==> src/rtl/memory_stage_if.sv <==
// memory_stage_if: req/ack data-memory bus between the memory stage (master) and data memory (slave).
interface memory_stage_if #(
    parameter int DATA_W = 16
);
    logic              mem_req;
    logic              mem_we;
    logic [DATA_W-1:0] mem_addr;
    logic [DATA_W-1:0] mem_wdata;
    logic              mem_ack;
    logic [DATA_W-1:0] mem_rdata;

    modport master (
        output mem_req, mem_we, mem_addr, mem_wdata,
        input  mem_ack, mem_rdata
    );

    modport slave (
        input  mem_req, mem_we, mem_addr, mem_wdata,
        output mem_ack, mem_rdata
    );
endinterface

==> src/rtl/memory_stage.sv <==
// memory_stage: WISC memory stage that runs loads/stores over a req/ack bus, stalls upstream while an
// access is outstanding, and holds the MEM/WB pipeline register.
module memory_stage #(
    parameter int DATA_W   = 16,
    parameter int MAX_WAIT = 15
) (
    input  logic              clk,
    input  logic              rst_n,
    input  logic              mem_read_in,
    input  logic              mem_write_in,
    input  logic              reg_write_in,
    input  logic [DATA_W-1:0] alu_result_in,
    input  logic [DATA_W-1:0] rd1_in,
    input  logic [3:0]        dstReg_in,
    memory_stage_if.master    bus,
    output logic              stall,
    output logic [DATA_W-1:0] wb_data_out,
    output logic [3:0]        wb_dstReg_out,
    output logic              wb_reg_write_out,
    output logic              mem_err
);
    localparam int CW = $clog2(MAX_WAIT + 1);

    typedef enum logic {IDLE, ACCESS} state_t;

    state_t            r_state;
    logic [CW-1:0]     r_count;
    logic              r_req;
    logic              r_we;
    logic [DATA_W-1:0] r_addr;
    logic [DATA_W-1:0] r_wdata;
    logic [DATA_W-1:0] r_wb_data;
    logic [3:0]        r_wb_dst;
    logic              r_wb_rw;
    logic              r_err;
    logic              w_op;
    logic              w_timeout;

    assign w_op      = mem_read_in | mem_write_in;
    assign w_timeout = (r_count == CW'(MAX_WAIT - 1)) && !bus.mem_ack;
    // Gated by rst_n so reset releases upstream immediately, even with a memory op still presented
    assign stall     = rst_n && ((r_state == IDLE) ? w_op : !bus.mem_ack && !w_timeout);

    assign bus.mem_req       = r_req;
    assign bus.mem_we        = r_we;
    assign bus.mem_addr      = r_addr;
    assign bus.mem_wdata     = r_wdata;
    assign wb_data_out       = r_wb_data;
    assign wb_dstReg_out     = r_wb_dst;
    assign wb_reg_write_out  = r_wb_rw;
    assign mem_err           = r_err;

    always_ff @(posedge clk or negedge rst_n) begin
        if (!rst_n) begin
            r_state   <= IDLE;
            r_count   <= '0;
            r_req     <= 1'b0;
            r_we      <= 1'b0;
            r_addr    <= '0;
            r_wdata   <= '0;
            r_wb_data <= '0;
            r_wb_dst  <= '0;
            r_wb_rw   <= 1'b0;
            r_err     <= 1'b0;
        end else if (r_state == IDLE) begin
            if (w_op) begin
                r_state <= ACCESS;
                r_req   <= 1'b1;
                r_addr  <= alu_result_in;
                r_wdata <= rd1_in;
                r_we    <= mem_write_in;
                r_count <= '0;
                r_wb_rw <= 1'b0;
                r_err   <= r_err | (mem_read_in & mem_write_in);
            end else begin
                r_wb_data <= alu_result_in;
                r_wb_dst  <= dstReg_in;
                r_wb_rw   <= reg_write_in;
            end
        end else if (bus.mem_ack) begin
            r_state   <= IDLE;
            r_req     <= 1'b0;
            r_wb_data <= r_we ? alu_result_in : bus.mem_rdata;
            r_wb_dst  <= dstReg_in;
            r_wb_rw   <= reg_write_in;
        end else if (w_timeout) begin
            r_state <= IDLE;
            r_req   <= 1'b0;
            r_err   <= 1'b1;
            r_wb_rw <= 1'b0;
        end else begin
            r_count <= r_count + 1'b1;
        end
    end
endmodule
==> src/flat_wrapper.sv <==
// flat-port wrapper written by rule: the top's interface ports become plain ports
module memory_stage_flat 
#(
    parameter int DATA_W   = 16,
    parameter int MAX_WAIT = 15
)
  (clk, rst_n, mem_read_in, mem_write_in, reg_write_in, alu_result_in, rd1_in, dstReg_in, stall, wb_data_out, wb_dstReg_out, wb_reg_write_out, mem_err, bus_mem_req, bus_mem_we, bus_mem_addr, bus_mem_wdata, bus_mem_ack, bus_mem_rdata);
  memory_stage_if #(.DATA_W(DATA_W)) bus_i ();
  input  logic clk;
  input  logic rst_n;
  input  logic mem_read_in;
  input  logic mem_write_in;
  input  logic reg_write_in;
  input  logic [DATA_W-1:0] alu_result_in;
  input  logic [DATA_W-1:0] rd1_in;
  input  logic [3:0] dstReg_in;
  output logic stall;
  output logic [DATA_W-1:0] wb_data_out;
  output logic [3:0] wb_dstReg_out;
  output logic wb_reg_write_out;
  output logic mem_err;
  output wire logic [$bits(bus_i.mem_req)-1:0] bus_mem_req;
  output wire logic [$bits(bus_i.mem_we)-1:0] bus_mem_we;
  output wire logic [$bits(bus_i.mem_addr)-1:0] bus_mem_addr;
  output wire logic [$bits(bus_i.mem_wdata)-1:0] bus_mem_wdata;
  input wire logic [$bits(bus_i.mem_ack)-1:0] bus_mem_ack;
  input wire logic [$bits(bus_i.mem_rdata)-1:0] bus_mem_rdata;
  assign bus_mem_req = bus_i.mem_req;
  assign bus_mem_we = bus_i.mem_we;
  assign bus_mem_addr = bus_i.mem_addr;
  assign bus_mem_wdata = bus_i.mem_wdata;
  assign bus_i.mem_ack = bus_mem_ack;
  assign bus_i.mem_rdata = bus_mem_rdata;
  memory_stage #(.DATA_W(DATA_W), .MAX_WAIT(MAX_WAIT)) u_core (.clk(clk), .rst_n(rst_n), .mem_read_in(mem_read_in), .mem_write_in(mem_write_in), .reg_write_in(reg_write_in), .alu_result_in(alu_result_in), .rd1_in(rd1_in), .dstReg_in(dstReg_in), .bus(bus_i), .stall(stall), .wb_data_out(wb_data_out), .wb_dstReg_out(wb_dstReg_out), .wb_reg_write_out(wb_reg_write_out), .mem_err(mem_err));
endmodule
==> config.mk <==
export PLATFORM = sky130hd
export DESIGN_NAME = memory_stage_flat
export DESIGN_NICKNAME = d
export VERILOG_FILES = /design/src/rtl/memory_stage_if.sv /design/src/rtl/memory_stage.sv /design/src/flat_wrapper.sv
export SDC_FILE = /design/constraint.sdc
export NUM_CORES = 1
export LEC_CHECK = 0
export CORE_MARGIN = 2
export CORE_UTILIZATION = 43
export CTS_BUF_LIST = sky130_fd_sc_hd__clkbuf_8
export CTS_CLUSTER_SIZE = 16
export DETAILED_ROUTE_END_ITERATION = 16
export PLACE_DENSITY = 0.86
export SLEW_MARGIN = 20
export SYNTH_ARGS = -nofsm -noshare
export SYNTH_HDL_FRONTEND = slang
export SYNTH_SLANG_ARGS = --single-unit
==> constraint.sdc <==
create_clock -name clk -period 2.1 [get_ports clk]
set_input_delay 0.315 -clock clk [delete_from_list [all_inputs] [get_ports clk]]
set_output_delay 0.315 -clock clk [all_outputs]
set_load 0.05 [all_outputs]
Word level (Yosys, flattened, before mapping)
Cells that the tools add are included.
{ "totals": {"reg_bits": 61, "out_inout_bits": 57, "word_cells": 60} }
{ "op_classes": {"add_sub_neg": 1, "eq_ne": 7, "n_mux": 27, "n_bitwise": 4, "n_reduce_logical": 11} }
{ "ops": {"columns": ["cell", "n"], "rows": [
  ["$mux W16", 4],
  ["$mux W4", 7],
  ["$mux W1", 16],
  ["$ne A2 B2 Y1 const B", 4],
  ["$reduce_and A2 Y1", 3],
  ["$reduce_and A3 Y1", 2],
  ["$add A4 B1 Y4 const B", 1],
  ["$eq A4 B4 Y1 const B", 1],
  ["$logic_and A1 B1 Y1", 3],
  ["$ne A3 B3 Y1 const B", 1],
  ["$logic_not A1 Y1", 2],
  ["$ne A2 B1 Y1 const B", 1],
  ["$or A1 B1 Y1", 2],
  ["$reduce_bool A2 Y1", 1],
  ["$and A1 B1 Y1", 1],
  ["$not A1 Y1", 1]
]} }

Depth between registers and ports, before layout
Gate-level depths: netlist (run 1).
{ "logic_depth": {"word_depth": 6, "mapped_depth": 5, "mapped_depth_nobuf": 5} }

Least setup slack after synthesis (run 1)
Ideal clock, no wire load.
{ "synth_path": {"kind": "flip-flop to output port", "startpoint": "register u_core.r_count[0]", "endpoint": "output port stall", "arrival_ns": 2.107, "t_required_ns": 1.785, "setup_slack_ns": -0.322, "stages_incl_launch_ff": 6, "cell_sequence": "dfrtp_1 > inv_1 > ha_1 > nand3_1 > nand3_1 > a21boi_0"} }
{ "synth_via": {"elab_chain_len": 6} }
{ "synth_lines": {"columns": ["element", "line_no", "source"], "rows": [
  ["start: declaration", "memory_stage.sv:27", "logic [CW-1:0] r_count;"],
  ["start signal: assignment", "memory_stage.sv:92", "r_count <= r_count + 1'b1;"],
  ["$eq A4 B4 Y1", "memory_stage.sv:40", "assign w_timeout = (r_count == CW'(MAX_WAIT - 1)) && !bus.mem_ack;"],
  ["$logic_and A1 B1 Y1", "memory_stage.sv:40", null],
  ["$logic_not A1 Y1", "memory_stage.sv:42", "assign stall = rst_n && ((r_state == IDLE) ? w_op : !bus.mem_ack && !w_timeout);"],
  ["$logic_and A1 B1 Y1", "memory_stage.sv:42", null],
  ["$mux W1", "memory_stage.sv:42", null],
  ["$logic_and A1 B1 Y1", "memory_stage.sv:42", null],
  ["end: declaration", "flat_wrapper.sv:17", "output logic stall;"]
]} }
Every way passes these cells.

Worst setup path in the final report (run 1)
Same ends and word-level chain as after synthesis.

==> flow_metrics.env, run 1 <==
export IMPL_status="finished, final reports clean"
export IMPL_slowest_delay_ps=410
export IMPL_drt_total_wl_um=5840
export IMPL_routed_via_density=4.90
export IMPL_wl_per_cell_um=15.7
export IMPL_post_cts_buffers=0
export IMPL_drv_slew=0
export IMPL_die_width_um=81.9
export IMPL_postSynthAreaPerCell_um2=15.4
export IMPL_syn_to_final_growth_pct=54.1
export IMPL_dpl_hpwl_um=4200
export IMPL_dp_cells=357
export IMPL_cts_resized=0
export IMPL_totalPowerFinal_mw=6.13
export IMPL_post_route_period_util_pct=92.7
export IMPL_synth_seq_area_share_pct=58.4
export IMPL_gp_congestion=0.696
export IMPL_clock_root_buffer="clkbuf_8"
export IMPL_path_clk_slew_ps=60
export IMPL_cp_num_buf_inv=2
export IMPL_setup_viol=0
export IMPL_start_kind="register"
export IMPL_hp_class="input pin to async pin"
export IMPL_initial_utilization_pct=44.4
export IMPL_core_um2=5890
export IMPL_tightest_slew_ps=766
export IMPL_crit_top_cell="nand3_1"
export IMPL_period_needed_ps=1950
export IMPL_ir_worst_vdd_uv=919
export IMPL_port_buffers=114
export IMPL_dr_total_vias=1827
export IMPL_ios=115
export IMPL_worst_slack_ps=153
export IMPL_power_static_leakage_nw=1.73
export IMPL_drcViolationCount=0
export IMPL_cts_max_level=3
export IMPL_syn_nets=230
export IMPL_setup_tns_ps=0
export IMPL_pre_cts_slack_ps=169
export IMPL_clkLatencyLatePin_ps=320
export IMPL_fmax_mhz=514
export IMPL_cts_hold_buf=0
export IMPL_cts_tree="yes"
export IMPL_syn_area_um2=2610
export IMPL_worstPathRequired_ps=1780
export IMPL_synth_cell_type_count=24
export IMPL_firstDrtPassIters=4
export IMPL_finalHoldViolCount=0
export IMPL_ys_warnings_count=0
export IMPL_stdcell_count=373
export IMPL_rows=28
export IMPL_slew_headroom_pct=49.0
export IMPL_cp_slowest_cell="dfrtp_1"
export IMPL_maxCapViolations=0
export IMPL_numCtsBuffers=9
export IMPL_cts_buffer_depth=2
export IMPL_criticalPathCategory="register to output port"
export IMPL_nFillCells=422
export IMPL_drive_above_1_share_pct=30.6
export IMPL_die_y_um=81.9
export IMPL_grt_pass1_wl_um=8750
export IMPL_ant_nets=0
export IMPL_crit_chain="inv_1 > ha_1 > nand3_1 > nand3_1 > a21boi_1 > buf_4"
export IMPL_netlist_instances=170
export IMPL_crit_family="flip-flops"
export IMPL_overflow=0
export IMPL_ys_seq_elements=61
export IMPL_rsz0062_at_grt="no"
export IMPL_grt_use_total_pct=17.8
export IMPL_grt_pass1_vias=1842
export IMPL_endpoint_kind="output port"
export IMPL_p_per_area_nw_per_um2=1520
export IMPL_clock_skew_ps=6.03
export IMPL_cts_sinks=61
export IMPL_cp_max_fo=5
export IMPL_arrival_ps=1630
export IMPL_final_common_cell="clkdlybuf4s50_1"
export IMPL_drtIter0Drc=87
export IMPL_layout_common_cells="112 x clkdlybuf4s50_1, 61 x dfrtp_1, 58 x mux2_2, 11 x mux2_4, 10 x clkbuf_8"
export IMPL_nNetsFinal=353
export IMPL_dieArea_um2=6710
export IMPL_antenna_found_initial=1
export IMPL_grt_max_degree=62
## worst register-to-register path, delay by kind of cell (launching register included)
kind          cells  cell delay, ps
flops             1             440
mux               2             640
simple gates      1             100
buf+inv           1             310
## per-stage QoR
step           hold WS [ps]  util [%]  cell area [µm²]
6_report                181      68.4             4030
2_1_floorplan          19.4         -             2610
5_1_grt                 240      68.3             4020
3_5_place_dp            468      65.6             3860
4_1_cts                 207      68.3             4020
3_3_place_gp            467      65.6             3860
## kinds of logic after synthesis
kind of cell | count (synthesis) | share of synthesized area (%)
adder cells (fa/ha/maj) | 2 | 0.958
flip-flops | 61 | 58.4
AO/OA/AOI/OAI | 11 | 3.26
multiplexers | 72 | 32.5
buffers and inverters | 13 | 2.92
AND/OR/NAND/NOR | 11 | 1.92
## flip-flops by register name, indices dropped and copies added (netlist names)
register	flops
u_core.bus.mem_we	1
u_core.r_state	1
u_core.bus.mem_req	1
u_core.wb_dstReg_out	4
u_core.bus.mem_wdata	16
u_core.mem_err	1
u_core.bus.mem_addr	16
u_core.wb_reg_write_out	1
u_core.r_count	4
u_core.wb_data_out	16
## worst paths after layout
kind / start / endpoint / slack, ps / cells past startpoint
setup / recovery: u_core.r_count[0] / stall / 150 / 6
max in group asynchronous: rst_n / u_core.bus.mem_wdata[13] / 1410 / 2
hold reg to reg: u_core.mem_err / u_core.mem_err / 490 / 2
hold / removal: rst_n / u_core.wb_dstReg_out[2] / 180 / 2
setup reg to reg: u_core.r_state / u_core.wb_data_out[3] / 490 / 4
min in group clk: u_core.mem_err / u_core.mem_err / 490 / 2
## final cells by class
class                           count  area, µm²  share of cell area [%]
Multi-Input combinational cell     96       1020                    25.4
Timing Repair Buffer              120       1200                    29.9
Inverter                            5       18.8                   0.466
Tap cell                           75       93.8                    2.33
Sequential cell                    61       1530                    37.9
Clock inverter                      5       21.3                   0.528
Antenna cell                        1       2.50                  0.0622
Clock buffer                       10        138                    3.42
## power breakdown
group          internal, mW  switching [mW]
combinational          1.35            2.08
clock                 0.436           0.398
sequential             1.63           0.246
total                  3.41            2.72
## layer usage
layer,GRT usage (%),part of all wire (%),vias to the layer above
met4,8.33,1.6,0
met5,0,0,-
met3,5.16,9.1,11
met1,22.4,43,882
li1,-,-,851
met2,28.2,46,83
## cells in the mapped netlist
cell type / count / share of area, %
a21boi_0: 1 / 0.29
a21oi_1: 2 / 0.38
a22o_1: 1 / 0.34
a31oi_1: 1 / 0.24
a32o_1: 2 / 0.77
buf_2: 4 / 0.77
buf_4: 2 / 0.57
buf_6: 2 / 0.86
dfrtp_1: 61 / 58
ha_1: 2 / 0.96
inv_1: 5 / 0.72
mux2_1: 1 / 0.43
mux2_2: 58 / 25
mux2_4: 11 / 6.3
mux2i_1: 2 / 0.77
nand2_1: 4 / 0.57
nand2b_1: 1 / 0.24
nand3_1: 3 / 0.57
nor2_1: 2 / 0.29
o21ai_2: 1 / 0.34
o21bai_1: 1 / 0.29
o2bb2ai_1: 1 / 0.34
o31ai_1: 1 / 0.29
or3_1: 1 / 0.24
Power figures use the tool's default switching activity.
==> inputs of run 2 (changes only) <==
- CELL_PAD_IN_SITES_DETAIL_PLACEMENT: default -> 0
- CELL_PAD_IN_SITES_GLOBAL_PLACEMENT: default -> 1
- CORE_UTILIZATION: 43 -> 34
==> flow_metrics.env, run 2 (synthesis results as in run 1) <==
export IMPL_status="finished, final reports clean"
export IMPL_drt_total_wl_um=6040
export IMPL_grt_pass1_wl_um=10000
export IMPL_cp_num_buf_inv=2
export IMPL_r2r_end="u_core.wb_data_out[15]"
export IMPL_grt_pass1_vias=1939
export IMPL_seq_area_um2=1530
export IMPL_maxCapViolations=0
export IMPL_cts_tree="yes"
export IMPL_crit_chain="inv_1 > ha_1 > nand3_1 > nand3_1 > a21boi_1 > buf_4"
export IMPL_routed_via_density=4.58
export IMPL_initial_utilization_pct=35.6
export IMPL_criticalPathCategory="register to output port"
export IMPL_cp_endpoint="stall"
export IMPL_slowest_delay_ps=420
export IMPL_nFillCells=623
export IMPL_arrival_ps=1610
export IMPL_power_static_leakage_nw=1.76
export IMPL_die_width_um=91.7
export IMPL_port_buffers=114
export IMPL_ant_nets=0
export IMPL_setup_viol=0
export IMPL_reg2reg_slack_ps=450
export IMPL_firstDrtPassIters=4
export IMPL_crit_top_cell="nand3_1"
export IMPL_gp_congestion=0.726
export IMPL_overflow=0
export IMPL_cp_slowest_cell="dfrtp_1"
export IMPL_layout_common_cells="112 x clkdlybuf4s50_1, 61 x dfrtp_1, 58 x mux2_2, 11 x mux2_4, 10 x clkbuf_8"
export IMPL_grt_max_degree=62
export IMPL_crit_family="flip-flops"
export IMPL_seq_power_share_pct=29.8
export IMPL_clkLatencyLatePin_ps=330
export IMPL_core_um2=7330
export IMPL_drcViolationCount=0
export IMPL_p_int_mw=3.55
export IMPL_swShare_pct=43.8
export IMPL_finalHoldViolCount=0
export IMPL_path_clk_slew_ps=70
export IMPL_fmax_mhz=519
export IMPL_cts_buffer_depth=2
export IMPL_slew_headroom_pct=48.9
export IMPL_fin_area_um2=4110
export IMPL_p_per_area_nw_per_um2=1540
export IMPL_post_route_period_util_pct=91.7
export IMPL_ir_worst_vdd_uv=741
export IMPL_startpoint="u_core.r_count[0]"
export IMPL_start_kind="register"
export IMPL_final_common_cell="clkdlybuf4s50_1"
export IMPL_hp_class="input pin to async pin"
export IMPL_worstPathRequired_ps=1780
export IMPL_rsz0062_at_grt="no"
export IMPL_syn_to_final_growth_pct=57.3
export IMPL_period_needed_ps=1930
export IMPL_drtIter0Drc=54
export IMPL_antenna_cells=0
export IMPL_dpl_hpwl_um=4390
export IMPL_cts_resized=0
export IMPL_pre_cts_slack_ps=200
export IMPL_cp_num_cells=6
export IMPL_post_cts_buffers=0
export IMPL_totalPowerFinal_mw=6.32
export IMPL_numCtsBuffers=9
export IMPL_dr_total_vias=1833
export IMPL_r2r_start="u_core.r_state"
export IMPL_postPlaceCellArea_um2=3920
export IMPL_die_y_um=91.7
export IMPL_worst_slack_ps=174
export IMPL_cp_max_fo=5
export IMPL_drive_above_1_share_pct=31.9
export IMPL_ios=115
export IMPL_wl_per_cell_um=15.1
export IMPL_multiInputGateArea_um2=1020
export IMPL_rows=31
export IMPL_nNetsFinal=356
export IMPL_grt_use_total_pct=15.3
export IMPL_switchingPower_mw=2.77
export IMPL_cts_max_level=3
export IMPL_clock_skew_ps=8.61
export IMPL_cts_sinks=61
export IMPL_rr_worst_depth=4
export IMPL_setup_tns_ps=0
export IMPL_drv_slew=0
export IMPL_endpoint_kind="output port"
export IMPL_dieArea_um2=8400
export IMPL_p_comb_share_pct=54.1
export IMPL_cts_hold_buf=0
export IMPL_whs_ps=178
export IMPL_tightest_slew_ps=766
export IMPL_clock_root_buffer="clkbuf_8"
export IMPL_clockPowerShare_pct=16.2
export IMPL_antenna_found_initial=0
## run 2: metrics by stage
stage | util, % | instances
floorplan | - | 170
global placement | 53.4 | 384
detailed placement | 53.4 | 384
CTS | 56.1 | 400
global route | 56.1 | 400
finish | 56.1 | 400
## run 2: metal layers
| layer | up-vias | part of all wire [%] | track usage (%) |
|---|---|---|---|
| met4 | 0 | 1.9 | 5.30 |
| met2 | 70 | 47 | 23.5 |
| li1 | 858 | - | - |
| met3 | 8 | 8.3 | 6.57 |
| met5 | - | 0 | 0 |
| met1 | 897 | 43 | 19.2 |
## run 2: final cells by class
class	count	share of cell area, %
Clock inverter	6	1.34
Tap cell	99	3.01
Clock buffer	10	3.35
Timing Repair Buffer	123	29.8
Sequential cell	61	37.1
Multi-Input combinational cell	96	24.8
Inverter	5	0.457
## run 2: power groups by stage
stage                     Combinational [mW]  Clock, mW  Sequential, mW
after global placement                  3.43          0            1.89
after detailed placement                3.45          0            1.90
after CTS                               3.46       1.06            1.89
after global routing                    3.57       1.12            1.95
final                                   3.42       1.02            1.88
after floorplan                        0.799          0            3.35
## run 2: worst min-delay path by stage
stage	to	startpoint	slack, ps
after floorplan	u_core.bus.mem_addr[0]	rst_n	20
after global placement	u_core.mem_err	u_core.mem_err	480
after detailed placement	u_core.mem_err	u_core.mem_err	480
after CTS	u_core.bus.mem_addr[7]	rst_n	210
after global routing	u_core.bus.mem_addr[6]	rst_n	250
final	u_core.bus.mem_addr[6]	rst_n	180
==> inputs of run 3 (changes only) <==
- MAX_ROUTING_LAYER: default -> met4
- SLEW_MARGIN: 20 -> 15
==> flow_metrics.env, run 3 (synthesis results as in run 1) <==
export IMPL_post_cts_buffers=0
export IMPL_tightest_slew_ps=770
export IMPL_p_per_area_nw_per_um2=1540
export IMPL_layout_common_cells="112 x clkdlybuf4s50_1, 61 x dfrtp_1, 58 x mux2_2, 11 x mux2_4, 10 x clkbuf_8"
export IMPL_cts_tree="yes"
export IMPL_hp_class="input pin to async pin"
export IMPL_startpoint="u_core.r_count[0]"
export IMPL_overflow=0
export IMPL_status="finished, final reports clean"
export IMPL_arrival_ps=1600
export IMPL_cts_max_level=3
export IMPL_totalPowerFinal_mw=6.32
export IMPL_clkLatencyLatePin_ps=330
export IMPL_whs_ps=173
export IMPL_worst_slack_ps=180
export IMPL_ant_nets=0
export IMPL_numCtsBuffers=9
export IMPL_cts_resized=0
export IMPL_post_route_util_pct=56.1
export IMPL_cp_endpoint="stall"
export IMPL_p_int_mw=3.55
export IMPL_path_clk_slew_ps=70
export IMPL_rows=31
export IMPL_power_static_leakage_nw=1.76
export IMPL_maxCapViolations=0
export IMPL_die_width_um=91.7
export IMPL_swShare_pct=43.8
export IMPL_clock_root_buffer="clkbuf_8"
export IMPL_dr_total_vias=1836
export IMPL_dr_wl_met2_um=2860
export IMPL_drcViolationCount=0
export IMPL_dpl_hpwl_um=4390
export IMPL_ios=115
export IMPL_routed_via_density=4.59
export IMPL_period_needed_ps=1920
export IMPL_setup_viol=0
export IMPL_pre_cts_slack_ps=200
export IMPL_grt_max_degree=62
export IMPL_criticalPathCategory="register to output port"
export IMPL_worstPathRequired_ps=1780
export IMPL_switchingPower_mw=2.77
export IMPL_drive_above_1_share_pct=31.9
export IMPL_r2r_start="u_core.r_state"
export IMPL_antenna_cells=0
export IMPL_rr_worst_depth=4
export IMPL_finalHoldViolCount=0
export IMPL_nFillCells=623
export IMPL_drv_slew=0
export IMPL_grt_use_total_pct=15.6
export IMPL_port_buffers=114
export IMPL_clock_skew_ps=7.61
export IMPL_final_common_cell="clkdlybuf4s50_1"
export IMPL_slew_headroom_pct=48.6
export IMPL_maxUsedRoutingLayer="met4"
export IMPL_multiInputGateArea_um2=1020
export IMPL_rsz0062_at_grt="no"
export IMPL_die_y_um=91.7
export IMPL_gp_congestion=0.734
export IMPL_fmax_mhz=521
export IMPL_dieArea_um2=8400
export IMPL_cp_max_fo=5
export IMPL_wl_per_cell_um=15.1
export IMPL_cts_buffer_depth=2
export IMPL_r2r_end="u_core.wb_data_out[15]"
export IMPL_endpoint_kind="output port"
export IMPL_clockPowerShare_pct=16.2
export IMPL_seq_area_um2=1530
export IMPL_start_kind="register"
export IMPL_drt_total_wl_um=6040
export IMPL_syn_to_final_growth_pct=57.3
export IMPL_antenna_found_initial=0
export IMPL_wl_met1_um=2650
export IMPL_grt_pass1_wl_um=9960
export IMPL_post_route_period_util_pct=91.4
export IMPL_grt_pass1_vias=1953
export IMPL_initial_utilization_pct=35.6
export IMPL_setup_tns_ps=0
export IMPL_seq_power_share_pct=29.7
export IMPL_cts_hold_buf=0
export IMPL_ir_worst_vdd_uv=743
export IMPL_p_comb_share_pct=54.1
export IMPL_reg2reg_slack_ps=450
export IMPL_core_um2=7330
export IMPL_cts_sinks=61
export IMPL_wl_met3_um=404
export IMPL_firstDrtPassIters=4
export IMPL_nNetsFinal=356
export IMPL_drtIter0Drc=45
run 3: cell counts in the layout (fill, tap and decap cells not counted):
No cell type changed its count.
run 3: worst min path at each step:
| stage | startpoint | end | cells after the start |
|---|---|---|---|
| 6_report | rst_n | u_core.bus.mem_addr[6] | 2 |
| 5_1_grt | rst_n | u_core.bus.mem_addr[6] | 2 |
| 4_1_cts | rst_n | u_core.bus.mem_addr[7] | 2 |
| 3_5_place_dp | u_core.mem_err | u_core.mem_err | 2 |
| 3_3_place_gp | u_core.mem_err | u_core.mem_err | 2 |
| 2_1_floorplan | rst_n | u_core.bus.mem_addr[0] | 0 |
run 3: power by group through the flow:
stage | combinational, mW | sequential, mW | clock [mW]
floorplan | 0.799 | 3.35 | 0
global placement | 3.43 | 1.89 | 0
detailed placement | 3.45 | 1.90 | 0
CTS | 3.46 | 1.89 | 1.06
global route | 3.57 | 1.95 | 1.11
finish | 3.42 | 1.88 | 1.02
run 3: metal layers:
metal | global-route usage [%] | up-vias
met5 | - | -
met4 | 5.30 | 0
met3 | 5.26 | 9
met2 | 23.6 | 71
met1 | 19.8 | 901
li1 | - | 855
run 3: final cells by class:
cell class	count	area share [%]
Multi-Input combinational cell	96	24.8
Timing Repair Buffer	123	29.8
Tap cell	99	3.01
Sequential cell	61	37.1
Clock inverter	6	1.34
Inverter	5	0.457
Clock buffer	10	3.35
run 3: stage by stage:
step	std cells	instance area [µm²]
floorplan	170	2610
global placement	384	3920
detailed placement	384	3920
CTS	400	4110
global route	400	4110
finish	400	4110
run 3: worst max-delay path, stage by stage (launching register included):
cell and delay (ps):
dfrtp_1 410, inv_1 60, ha_1 190, nand3_1 120, nand3_1 120, a21boi_1 150
buf_4 210
